[src/rtl/uart_pkg.sv]
// uart_pkg: shared FSM states, setup-word field positions and limits for uart_byte_rx.
package uart_pkg;
  typedef enum logic [2:0] {IDLE, START, DATA, PARITY, STOP, WAIT_HIGH} state_t;
  localparam int SETUP_DIV_LSB = 0;
  localparam int SETUP_PAR_EN  = 24;
  localparam int SETUP_PAR_ODD = 25;
  localparam int MIN_DIV       = 2;
endpackage

[src/rtl/uart_byte_rx_if.sv]
// uart_byte_rx_if: setup/serial inputs and byte-strobe outputs of the UART byte receiver.
interface uart_byte_rx_if #(parameter int SETUP_W = 31);
  logic [SETUP_W-1:0] i_setup;
  logic               i_uart_rx;
  logic               o_wr;
  logic [7:0]         o_data;
  logic               o_frame_err;
  logic               o_parity_err;
  logic               o_break;
  modport master (output i_setup, i_uart_rx, input o_wr, o_data, o_frame_err, o_parity_err, o_break);
  modport slave  (input i_setup, i_uart_rx, output o_wr, o_data, o_frame_err, o_parity_err, o_break);
endinterface

[src/rtl/bit_synchronizer.sv]
// bit_synchronizer: 2-flop synchronizer for an asynchronous single-bit input, with configurable reset value.
module bit_synchronizer #(parameter logic RST_VAL = 1'b1) (
  input  logic clk,
  input  logic rst_n,
  input  logic d,
  output logic q
);
  logic meta;
  always_ff @(posedge clk or negedge rst_n)
    if (!rst_n) {q, meta} <= {RST_VAL, RST_VAL};
    else        {q, meta} <= {meta, d};
endmodule

[src/rtl/uart_byte_rx.sv]
// uart_byte_rx: oversampling 8N1 UART byte receiver with frame-error and break detection.
// Defining UART_RX_PARITY_EN adds runtime-selectable even/odd parity (8E1/8O1).
module uart_byte_rx
  import uart_pkg::*;
#(
  parameter int SETUP_W = 31,
  parameter int DIV_W   = 24
) (
  input logic i_clk,
  input logic n_btn_rst,
  uart_byte_rx_if.slave bus
);
  localparam logic [DIV_W-1:0] ONE = DIV_W'(1);
  localparam logic [DIV_W-1:0] DMIN = DIV_W'(MIN_DIV);
  state_t state, state_n;
  logic rx_s, tick, start_det, wr_q, fe_q, pe_q, brk_q, par_en_q, par_odd_q, par_bad;
  logic [DIV_W-1:0] baud_cnt, div_q, d_in;
  logic [7:0] shift, data_q;
  logic [2:0] bit_idx;
  logic unused_setup;
  assign unused_setup = ^bus.i_setup[SETUP_W-1:DIV_W];
  bit_synchronizer #(.RST_VAL(1'b1)) u_sync (.clk(i_clk), .rst_n(n_btn_rst), .d(bus.i_uart_rx), .q(rx_s));
  assign d_in = bus.i_setup[SETUP_DIV_LSB +: DIV_W] < DMIN ? DMIN : bus.i_setup[SETUP_DIV_LSB +: DIV_W];
  assign tick = baud_cnt == '0;
  assign start_det = state == IDLE && !rx_s;
  always_comb begin
    state_n = state;
    case (state)
      IDLE:      state_n = rx_s ? IDLE : START;
      START:     state_n = !tick ? START : rx_s ? IDLE : DATA;
      DATA:      state_n = !(tick && bit_idx == 3'd7) ? DATA : par_en_q ? PARITY : STOP;
      PARITY:    state_n = tick ? STOP : PARITY;
      STOP:      state_n = !tick ? STOP : rx_s ? IDLE : WAIT_HIGH;
      WAIT_HIGH: state_n = rx_s ? IDLE : WAIT_HIGH;
      default:   state_n = IDLE;
    endcase
  end
  always_ff @(posedge i_clk or negedge n_btn_rst)
    if (!n_btn_rst) begin
      state    <= IDLE;
      baud_cnt <= '0;
      div_q    <= '0;
      shift    <= '0;
      bit_idx  <= '0;
      wr_q     <= 1'b0;
      data_q   <= '0;
      fe_q     <= 1'b0;
      pe_q     <= 1'b0;
      brk_q    <= 1'b0;
    end else begin
      state <= state_n;
      wr_q  <= 1'b0;
      if (start_det) begin
        div_q    <= d_in;
        baud_cnt <= (d_in >> 1) - ONE;
        bit_idx  <= '0;
      end else if (state inside {START, DATA, PARITY, STOP}) begin
        baud_cnt <= tick ? div_q - ONE : baud_cnt - ONE;
      end
      if (state == DATA && tick) begin
        shift   <= {rx_s, shift[7:1]};
        bit_idx <= bit_idx + 3'd1;
      end
      if (state == STOP && tick) begin
        wr_q   <= 1'b1;
        data_q <= shift;
        fe_q   <= ~rx_s;
        pe_q   <= par_bad;
        brk_q  <= ~rx_s && shift == 8'h00 && !par_bad;
      end
      if (state == WAIT_HIGH && rx_s) brk_q <= 1'b0;
    end
`ifdef UART_RX_PARITY_EN
  // Parity mode is captured with the divisor so a mid-frame setup change cannot split a frame.
  always_ff @(posedge i_clk or negedge n_btn_rst)
    if (!n_btn_rst) begin
      par_en_q  <= 1'b0;
      par_odd_q <= 1'b0;
      par_bad   <= 1'b0;
    end else if (start_det) begin
      par_en_q  <= bus.i_setup[SETUP_PAR_EN];
      par_odd_q <= bus.i_setup[SETUP_PAR_ODD];
      par_bad   <= 1'b0;
    end else if (state == PARITY && tick) begin
      par_bad <= ^{shift, rx_s} ^ par_odd_q;
    end
`else
  assign par_en_q  = 1'b0;
  assign par_odd_q = 1'b0;
  assign par_bad   = par_odd_q;
`endif
  assign bus.o_wr         = wr_q;
  assign bus.o_data       = data_q;
  assign bus.o_frame_err  = fe_q;
  assign bus.o_parity_err = pe_q;
  assign bus.o_break      = brk_q;
endmodule

[src/flat_wrapper.sv]
// flat-port wrapper written by rule: the top's interface ports become plain ports
module uart_byte_rx_flat import uart_pkg::*;
#(
  parameter int SETUP_W = 31,
  parameter int DIV_W   = 24
)
  (i_clk, n_btn_rst, bus_i_setup, bus_i_uart_rx, bus_o_wr, bus_o_data, bus_o_frame_err, bus_o_parity_err, bus_o_break);
  uart_byte_rx_if #(.SETUP_W(SETUP_W)) bus_i ();
  input logic i_clk;
  input logic n_btn_rst;
  input wire logic [$bits(bus_i.i_setup)-1:0] bus_i_setup;
  input wire logic [$bits(bus_i.i_uart_rx)-1:0] bus_i_uart_rx;
  output wire logic [$bits(bus_i.o_wr)-1:0] bus_o_wr;
  output wire logic [$bits(bus_i.o_data)-1:0] bus_o_data;
  output wire logic [$bits(bus_i.o_frame_err)-1:0] bus_o_frame_err;
  output wire logic [$bits(bus_i.o_parity_err)-1:0] bus_o_parity_err;
  output wire logic [$bits(bus_i.o_break)-1:0] bus_o_break;
  assign bus_i.i_setup = bus_i_setup;
  assign bus_i.i_uart_rx = bus_i_uart_rx;
  assign bus_o_wr = bus_i.o_wr;
  assign bus_o_data = bus_i.o_data;
  assign bus_o_frame_err = bus_i.o_frame_err;
  assign bus_o_parity_err = bus_i.o_parity_err;
  assign bus_o_break = bus_i.o_break;
  uart_byte_rx #(.SETUP_W(SETUP_W), .DIV_W(DIV_W)) u_core (.i_clk(i_clk), .n_btn_rst(n_btn_rst), .bus(bus_i));
endmodule
[config.mk]
export PLATFORM = sky130hd
export DESIGN_NAME = uart_byte_rx_flat
export DESIGN_NICKNAME = d
export VERILOG_FILES = /design/src/rtl/uart_pkg.sv /design/src/rtl/uart_byte_rx_if.sv /design/src/rtl/bit_synchronizer.sv /design/src/rtl/uart_byte_rx.sv /design/src/flat_wrapper.sv
export SDC_FILE = /design/constraint.sdc
export NUM_CORES = 1
export LEC_CHECK = 0
export CAP_MARGIN = 5
export CORE_UTILIZATION = 23
export CTS_BUF_LIST = sky130_fd_sc_hd__clkbuf_4 sky130_fd_sc_hd__clkbuf_8
export DETAILED_ROUTE_END_ITERATION = 7
export MAX_ROUTING_LAYER = met4
export PLACE_DENSITY_LB_ADDON = 0.25
export SLEW_MARGIN = 25
export SYNTH_ARGS = -nofsm -noshare
export SYNTH_HDL_FRONTEND = slang
export SYNTH_SLANG_ARGS = --single-unit
export TNS_END_PERCENT = 20
[constraint.sdc]
create_clock -name i_clk -period 3.32 [get_ports i_clk]
set_input_delay 0.664 -clock i_clk [delete_from_list [all_inputs] [get_ports i_clk]]
set_output_delay 0.664 -clock i_clk [all_outputs]
set_load 0.02 [all_outputs]
==> summary.log, run 1 <==
INFO  status         run_status=finished, final reports clean
INFO  timing         timing.final.max_slew_violations=0
INFO  setup_path     critPathKind=input pin to register
INFO  job            cap_violations=0
INFO  route          remaining_drc_errors=0
INFO  power          static_leakage=0.002198uW
INFO  synth          yosys-top-cells-area=dfrtp_1 47%, nand2_1 11%, o21ai_0 5.5%
INFO  setup_path     cpPeakStageDelay=0.61ns
INFO  timing         tns=0ns
INFO  synth          synth_largest_area_cell=dfrtp_1
INFO  floorplanning  initial_utilization=0.2350
INFO  finish         fin_nets=538
INFO  placed_design  place_hpwl=7477um
INFO  power          powerDensity=464.7nW/um2
INFO  setup_path     reg2regPathDepth=8
INFO  setup_path     setup.worst_path.start_class=input pin
INFO  setup_path     rr_startpoint=u_core.state[1]
INFO  grt            gr-total-overflow=0
INFO  floorplanning  io_pins=46
INFO  setup_path     path_buf_inv=3
INFO  route          pre_repair_dr_iteration_count=4
INFO  grt            grt_start_max_net_pins=76
INFO  setup_path     cp_top_family=buffers and inverters
INFO  setup_path     ff2ff_setup_slack=0.30ns
INFO  hold_path      holdCritPathClass=input pin to async pin
INFO  setup_path     path_max_fanout=7
INFO  synth          ys_async_sr_fraction=1.000
INFO  setup_path     path_common_cell=a211oi_2
INFO  grt            grt_usage=0.1309
INFO  clocking       max-clock-path-buffers=2
INFO  setup_path     critPathLaunch=bus_i_setup[2]
INFO  finish         insertedDiodeCount=0
INFO  setup_path     worst_r2r_endpoint=u_core.baud_cnt[23]
INFO  synth          ys_seq_area_frac=0.4822
INFO  placed_design  place_inst=709
INFO  timing         setup_ws=0.2397ns
INFO  placed_design  portBuffers=37
INFO  timing         max_freq=324.6MHz
INFO  setup_path     crit_arrival=3.35ns
INFO  synth          yosysUniqueCellTypes=57
INFO  timing         setup_viol=0
INFO  clocking       htreeDepth=3
INFO  finish         mostFrequentLayoutCells=117 x nand2_1, 73 x dfrtp_1, 48 x buf_4
INFO  synth          postSynthRegisterBits=75
INFO  clocking       tritoncts_clock_tree=built
INFO  clocking       buffer_cell_driving_the_clock_tree_root=clkbuf_8
INFO  floorplanning  dieHeight=132.2um
INFO  grt            grt_antenna_before_repair=0
INFO  route          postRouteAntennaNets=0
INFO  clocking       cts.reportedPaths.clkPinSlew=0.08ns
INFO  route          drt_iter0_markers=168
INFO  finish         leading_cell_type_in_the_layout_fill_and_taps_excluded=nand2_1
INFO  setup_path     cp_slowest_cell=clkdlybuf4s50_1
INFO  route          drt-wirelength-per-cell=14.49um
INFO  timing         finalCriticalPeriod=3.080ns
INFO  setup_path     endpoint_kind=register
INFO  floorplanning  core.rowCount=47
INFO  finish         final_cell_count_without_fillers=725
INFO  route          post_drt_via_cell_ratio=4.610
INFO  floorplanning  core-area=16,580um2
INFO  placed_design  detailedPlace.worstSlack=-0.1956ns
INFO  floorplanning  die_w=132.2um
INFO  timing         fin_crit_sh=0.9278
INFO  synth          ys.flop_type=dfrtp_1
INFO  finish         layout-drive-gt1-share=0.2000
INFO  synth          yosysWarnings=0
INFO  grt            grt_pass1_vias=3,454
INFO  timing         final.setup_skew=0.01314ns
INFO  setup_path     crit_chain=clkdlybuf4s50_1 -> nor3_1 -> and3_1 -> a211oi_2 -> or2_2 -> ha_1 -> inv_1 -> a211oi_2 -> nor4b_2 -> buf_4 -> nand4b_1 -> xor2_1 -> o21ai_0
INFO  synth          synthesized_area_per_cell=9.106um2
INFO  finish         area_delta_synth_final=29.79%
INFO  grt            grt_first_pass_wirelength=17,560um
INFO  clocking       tritoncts_sink_count=75
INFO  power          ir_drop=0.1921mV
INFO  route          finalWirelength=10,500um
INFO  clocking       worst_skew_pair.late_latency=0.36ns
INFO  setup_path     worstPathRequired=3.59ns
INFO  timing         transition_time_of_the_tightest_slew_check_pin=0.6955ns
INFO  placed_design  gpl.final_weighted_congestion=0.8314
INFO  timing         hold_viol_final=0
INFO  synth          postSynthNetCount=465
INFO  setup_path     cp_num_cells=13
INFO  synth          post-synth-top-area-fraction=0.4687
INFO  route          via_count=3,342
INFO  clocking       cts-buffers-inserted=9
INFO  timing         rsz_0062_raised_after_global_routing=no
INFO  synth          mappedNetlistArea=3897um2
INFO  synth          synthCells=428
INFO  floorplanning  die-area=17,470um2
INFO  synth          synth-edff-count=0
INFO  timing         relSlewSlack=0.5363
[cell families after synthesis]
group / synth area share
fa+ha+maj: 0.009632
simple gates: 0.2334
compound gates: 0.1477
mux: 0.05393
flops: 0.4822
buf+inv: 0.03178
xor+xnor: 0.04045
other cells: 0.0009622
[Yosys cell counts (3+ instances only)]
| library cell | instances |
|---|---|
| nand2_1 | 117 |
| dfrtp_1 | 73 |
| o21ai_0 | 43 |
| nor2_1 | 22 |
| clkbuf_1 | 17 |
| mux2_2 | 16 |
| nor4_1 | 13 |
| xor2_1 | 13 |
| o211ai_1 | 12 |
| a21oi_1 | 9 |
| nand3_1 | 7 |
| nor3_1 | 7 |
| and3_1 | 5 |
| xnor2_1 | 5 |
| a31oi_1 | 4 |
| a211o_1 | 3 |
| buf_2 | 3 |
| ha_1 | 3 |
| inv_1 | 3 |
| mux2i_1 | 3 |
| nand4_1 | 3 |
| or3_1 | 3 |
[state kept, by name (all words and copies together), names as in the netlist]
name                    cells
u_core.bus.o_wr             1
u_core.baud_cnt            24
u_core.bit_idx              3
u_core.div_q               24
u_core.bus.o_frame_err      1
u_core.shift                8
u_core.bus.o_data           8
u_core.state                3
u_core.u_sync.meta          1
u_core.u_sync.q             1
u_core.bus.o_break          1
[metal layers]
layer  routed length, um  track usage  up-vias
met5                   0            -        -
met2                4907       0.2040       79
met4                 191      0.04789        0
met1                5039       0.1651     1603
met3                 364      0.03037       15
li1                    -            -     1645
[report_power, final]
part	total, uW	switching [uW]	leakage, uW	internal, uW
Clock	783	346	0.000108	437
Combinational	476	247	0.00116	229
Sequential	1090	86.9	0.000928	1000
[metrics by stage]
step | hold WS, ns | utilization | cell area [um2] | power (uW)
6_report | 0.3228 | 0.3050 | 5059 | 2351
5_1_grt | 0.3659 | 0.3050 | 5059 | 2493
4_1_cts | 0.3604 | 0.3037 | 5036 | 2385
3_5_place_dp | 0.3497 | 0.2907 | 4821 | 1581
3_3_place_gp | 0.3473 | 0.2907 | 4821 | 1573
2_1_floorplan | 0.3452 | - | 3897 | 1372
[area by class of cell]
cell class / instances / area, um2
fill: 1744 / 11520
multi-input combinational: 324 / 1918
sequential: 75 / 1879
timing repair buffer: 86 / 752.0
tap: 220 / 275.3
clock buffer: 10 / 137.6
clock inverter: 5 / 77.57
inverter: 5 / 18.77
[what timing repair did]
action	in CTS	in global routing
gates resized for setup	0	2
setup endpoints to repair	0	8
buffers inserted	0	1
hold buffers	0	0
[worst max-delay path by stage]
stage                     endpoint  slack (ns)
2_1_floorplan  u_core.baud_cnt[10]        0.34
3_3_place_gp   u_core.baud_cnt[20]       -0.20
3_5_place_dp   u_core.baud_cnt[20]       -0.20
4_1_cts        u_core.baud_cnt[15]        0.10
5_1_grt        u_core.baud_cnt[10]       0.006
6_report       u_core.baud_cnt[20]        0.24
Power figures use the tool's default switching activity.
==> run 2: changes to the inputs <==
RECOVER_POWER = 25   (was default)
==> run 2 against run 1 <==
Compared with the run above: clock power about the same; register-to-register slack barely moved; the flow now finishes with violations (capacitance limit, slew limit); total power about the same; critical path depth unchanged; worst setup slack did not move.
==> summary.log, run 2 (synthesis results as in run 1) <==
INFO  clocking       cts-buffers-inserted=9
INFO  route          met3WireLength=364um
INFO  setup_path     worst_r2r_endpoint=u_core.baud_cnt[23]
INFO  timing         rsz_0062_raised_after_global_routing=no
INFO  setup_path     cp_slowest_cell=clkdlybuf4s50_1
INFO  clocking       tritoncts_clock_tree=built
INFO  finish         insertedDiodeCount=0
INFO  setup_path     path_max_fanout=7
INFO  route          finalWirelength=10,500um
INFO  setup_path     reg2regPathDepth=8
INFO  finish         post-route-cell-area=5052um2
INFO  setup_path     rr_startpoint=u_core.state[1]
INFO  status         run_status=finished, violations left
INFO  power          static_leakage=0.002196uW
INFO  route          wirelength_met1=5038um
INFO  floorplanning  die-area=17,470um2
INFO  power          powerDensity=465.1nW/um2
INFO  clocking       cts.reportedPaths.clkPinSlew=0.08ns
INFO  timing         hold_viol_final=0
INFO  route          highest-signal-layer=met4
INFO  floorplanning  die_w=132.2um
INFO  timing         setup_viol=0
INFO  clocking       buffer_cell_driving_the_clock_tree_root=clkbuf_8
INFO  finish         fin_nets=538
INFO  finish         layout-drive-gt1-share=0.2000
INFO  timing         max_freq=324.6MHz
INFO  setup_path     critPathLaunch=bus_i_setup[2]
INFO  setup_path     path_common_cell=a211oi_2
INFO  clocking       max-clock-path-buffers=2
INFO  setup_path     setup.worst_path.start_class=input pin
INFO  setup_path     setup.worst_path.end=u_core.baud_cnt[20]
INFO  route          postRouteAntennaNets=0
INFO  placed_design  post_dp_cell_area=4821um2
INFO  setup_path     crit_chain=clkdlybuf4s50_1 -> nor3_1 -> and3_1 -> a211oi_2 -> or2_2 -> ha_1 -> inv_1 -> a211oi_2 -> nor4b_2 -> buf_4 -> nand4b_1 -> xor2_1 -> o21ai_0
INFO  floorplanning  dieHeight=132.2um
INFO  placed_design  place_hpwl=7477um
INFO  placed_design  portBuffers=37
INFO  job            cap_violations=1
INFO  floorplanning  core-area=16,580um2
INFO  route          pre_repair_dr_iteration_count=4
INFO  setup_path     crit_arrival=3.35ns
INFO  setup_path     endpoint_kind=register
INFO  floorplanning  core.rowCount=47
INFO  setup_path     critPathKind=input pin to register
INFO  grt            grt_first_pass_wirelength=17,560um
INFO  timing         finalCriticalPeriod=3.080ns
INFO  clocking       worst_skew_pair.late_latency=0.36ns
INFO  clocking       htreeDepth=3
INFO  hold_path      holdCritPathClass=register to register
INFO  grt            grt_pass1_vias=3,454
INFO  placed_design  detailedPlace.worstSlack=-0.1956ns
INFO  grt            grt_usage=0.1309
INFO  setup_path     ff2ff_setup_slack=0.30ns
INFO  floorplanning  initial_utilization=0.2350
INFO  route          remaining_drc_errors=0
INFO  grt            gr-total-overflow=0
INFO  clocking       postCtsHoldBufs=0
INFO  power          ir_drop=0.1911mV
INFO  route          drt_iter0_markers=168
INFO  timing         relSlewSlack=-0.2586
INFO  finish         leading_cell_type_in_the_layout_fill_and_taps_excluded=nand2_1
INFO  finish         largestRegisters=u_core.baud_cnt: 24 flops, u_core.div_q: 24 flops
INFO  timing         fin_crit_sh=0.9278
INFO  route          drt-wirelength-per-cell=14.49um
INFO  timing         setup_ws=0.2397ns
INFO  placed_design  gpl.final_weighted_congestion=0.8314
INFO  timing         transition_time_of_the_tightest_slew_check_pin=1.888ns
INFO  timing         final.setup_skew=0.01314ns
INFO  finish         area_delta_synth_final=29.63%
INFO  finish         mostFrequentLayoutCells=117 x nand2_1, 73 x dfrtp_1, 48 x buf_4
INFO  route          post_drt_via_cell_ratio=4.610
INFO  clocking       tritoncts_sink_count=75
INFO  setup_path     cpPeakStageDelay=0.61ns
INFO  route          via_count=3,342
INFO  grt            grt_antenna_before_repair=0
INFO  route          route.met2.wl=4907um
INFO  status         violations=capacitance limit, slew limit
INFO  floorplanning  io_pins=46
INFO  grt            grt_start_max_net_pins=76
INFO  setup_path     worstPathRequired=3.59ns
INFO  timing         timing.final.max_slew_violations=76
## run 2: cell types whose count changed in the layout (fill, tap and decap cells not counted), sizes merged
cell,delta
clkbuf,+1
clkdlybuf4s50,-1
buf,-1
dlygate4sd3,+1
## run 2: through the flow
step                std cells  utilization  total power (uW)  hold WS, ns  TNS (ns)
floorplan                 428            -              1372       0.3452         0
global placement          709       0.2907              1573       0.3473    -1.218
detailed placement        709       0.2907              1581       0.3497    -1.440
CTS                       724       0.3037              2385       0.3604         0
global route              725       0.3047              2492       0.3659         0
finish                    725       0.3047              2350       0.3590         0
## run 2: what timing repair did
action,in CTS,in global routing
setup buffers,0,1
hold endpoints to repair,0,0
gates resized for setup,0,2
setup endpoints to repair,0,8
## run 2: layout make-up
class | instances | area (um2)
Fill cell | 1746 | 11530
Multi-Input combinational cell | 324 | 1918
Sequential cell | 75 | 1879
Timing Repair Buffer | 86 | 745.7
Tap cell | 220 | 275.3
Clock buffer | 10 | 137.6
Clock inverter | 5 | 77.57
Inverter | 5 | 18.77
## run 2: worst min-delay path by stage
stage	from	end	slack (ns)	cells past startpoint
global placement	u_core.u_sync.meta	u_core.u_sync.q	0.35	0
finish	u_core.u_sync.meta	u_core.u_sync.q	0.36	0
detailed placement	u_core.u_sync.meta	u_core.u_sync.q	0.35	0
floorplan	u_core.u_sync.meta	u_core.u_sync.q	0.35	0
CTS	u_core.u_sync.meta	u_core.u_sync.q	0.36	0
global route	u_core.u_sync.meta	u_core.u_sync.q	0.37	0
## run 2: worst max-delay path, delay by kind of cell
family	cells	cell delay, ns
xor+xnor	1	0.15
compound gates	3	0.66
simple gates	5	0.82
buf+inv	3	0.87
fa+ha+maj	1	0.17
## run 2: routing by layer
metal,global-route usage,up-vias
li1,-,1645
met2,0.2040,79
met4,0.04789,0
met3,0.03037,15
met5,-,-
met1,0.1651,1603
## run 2: report_power, final
part	switching, uW	leakage [uW]	internal [uW]
Sequential	86.9	0.000928	1000
Combinational	247	0.00116	228
Clock	346	0.000108	437
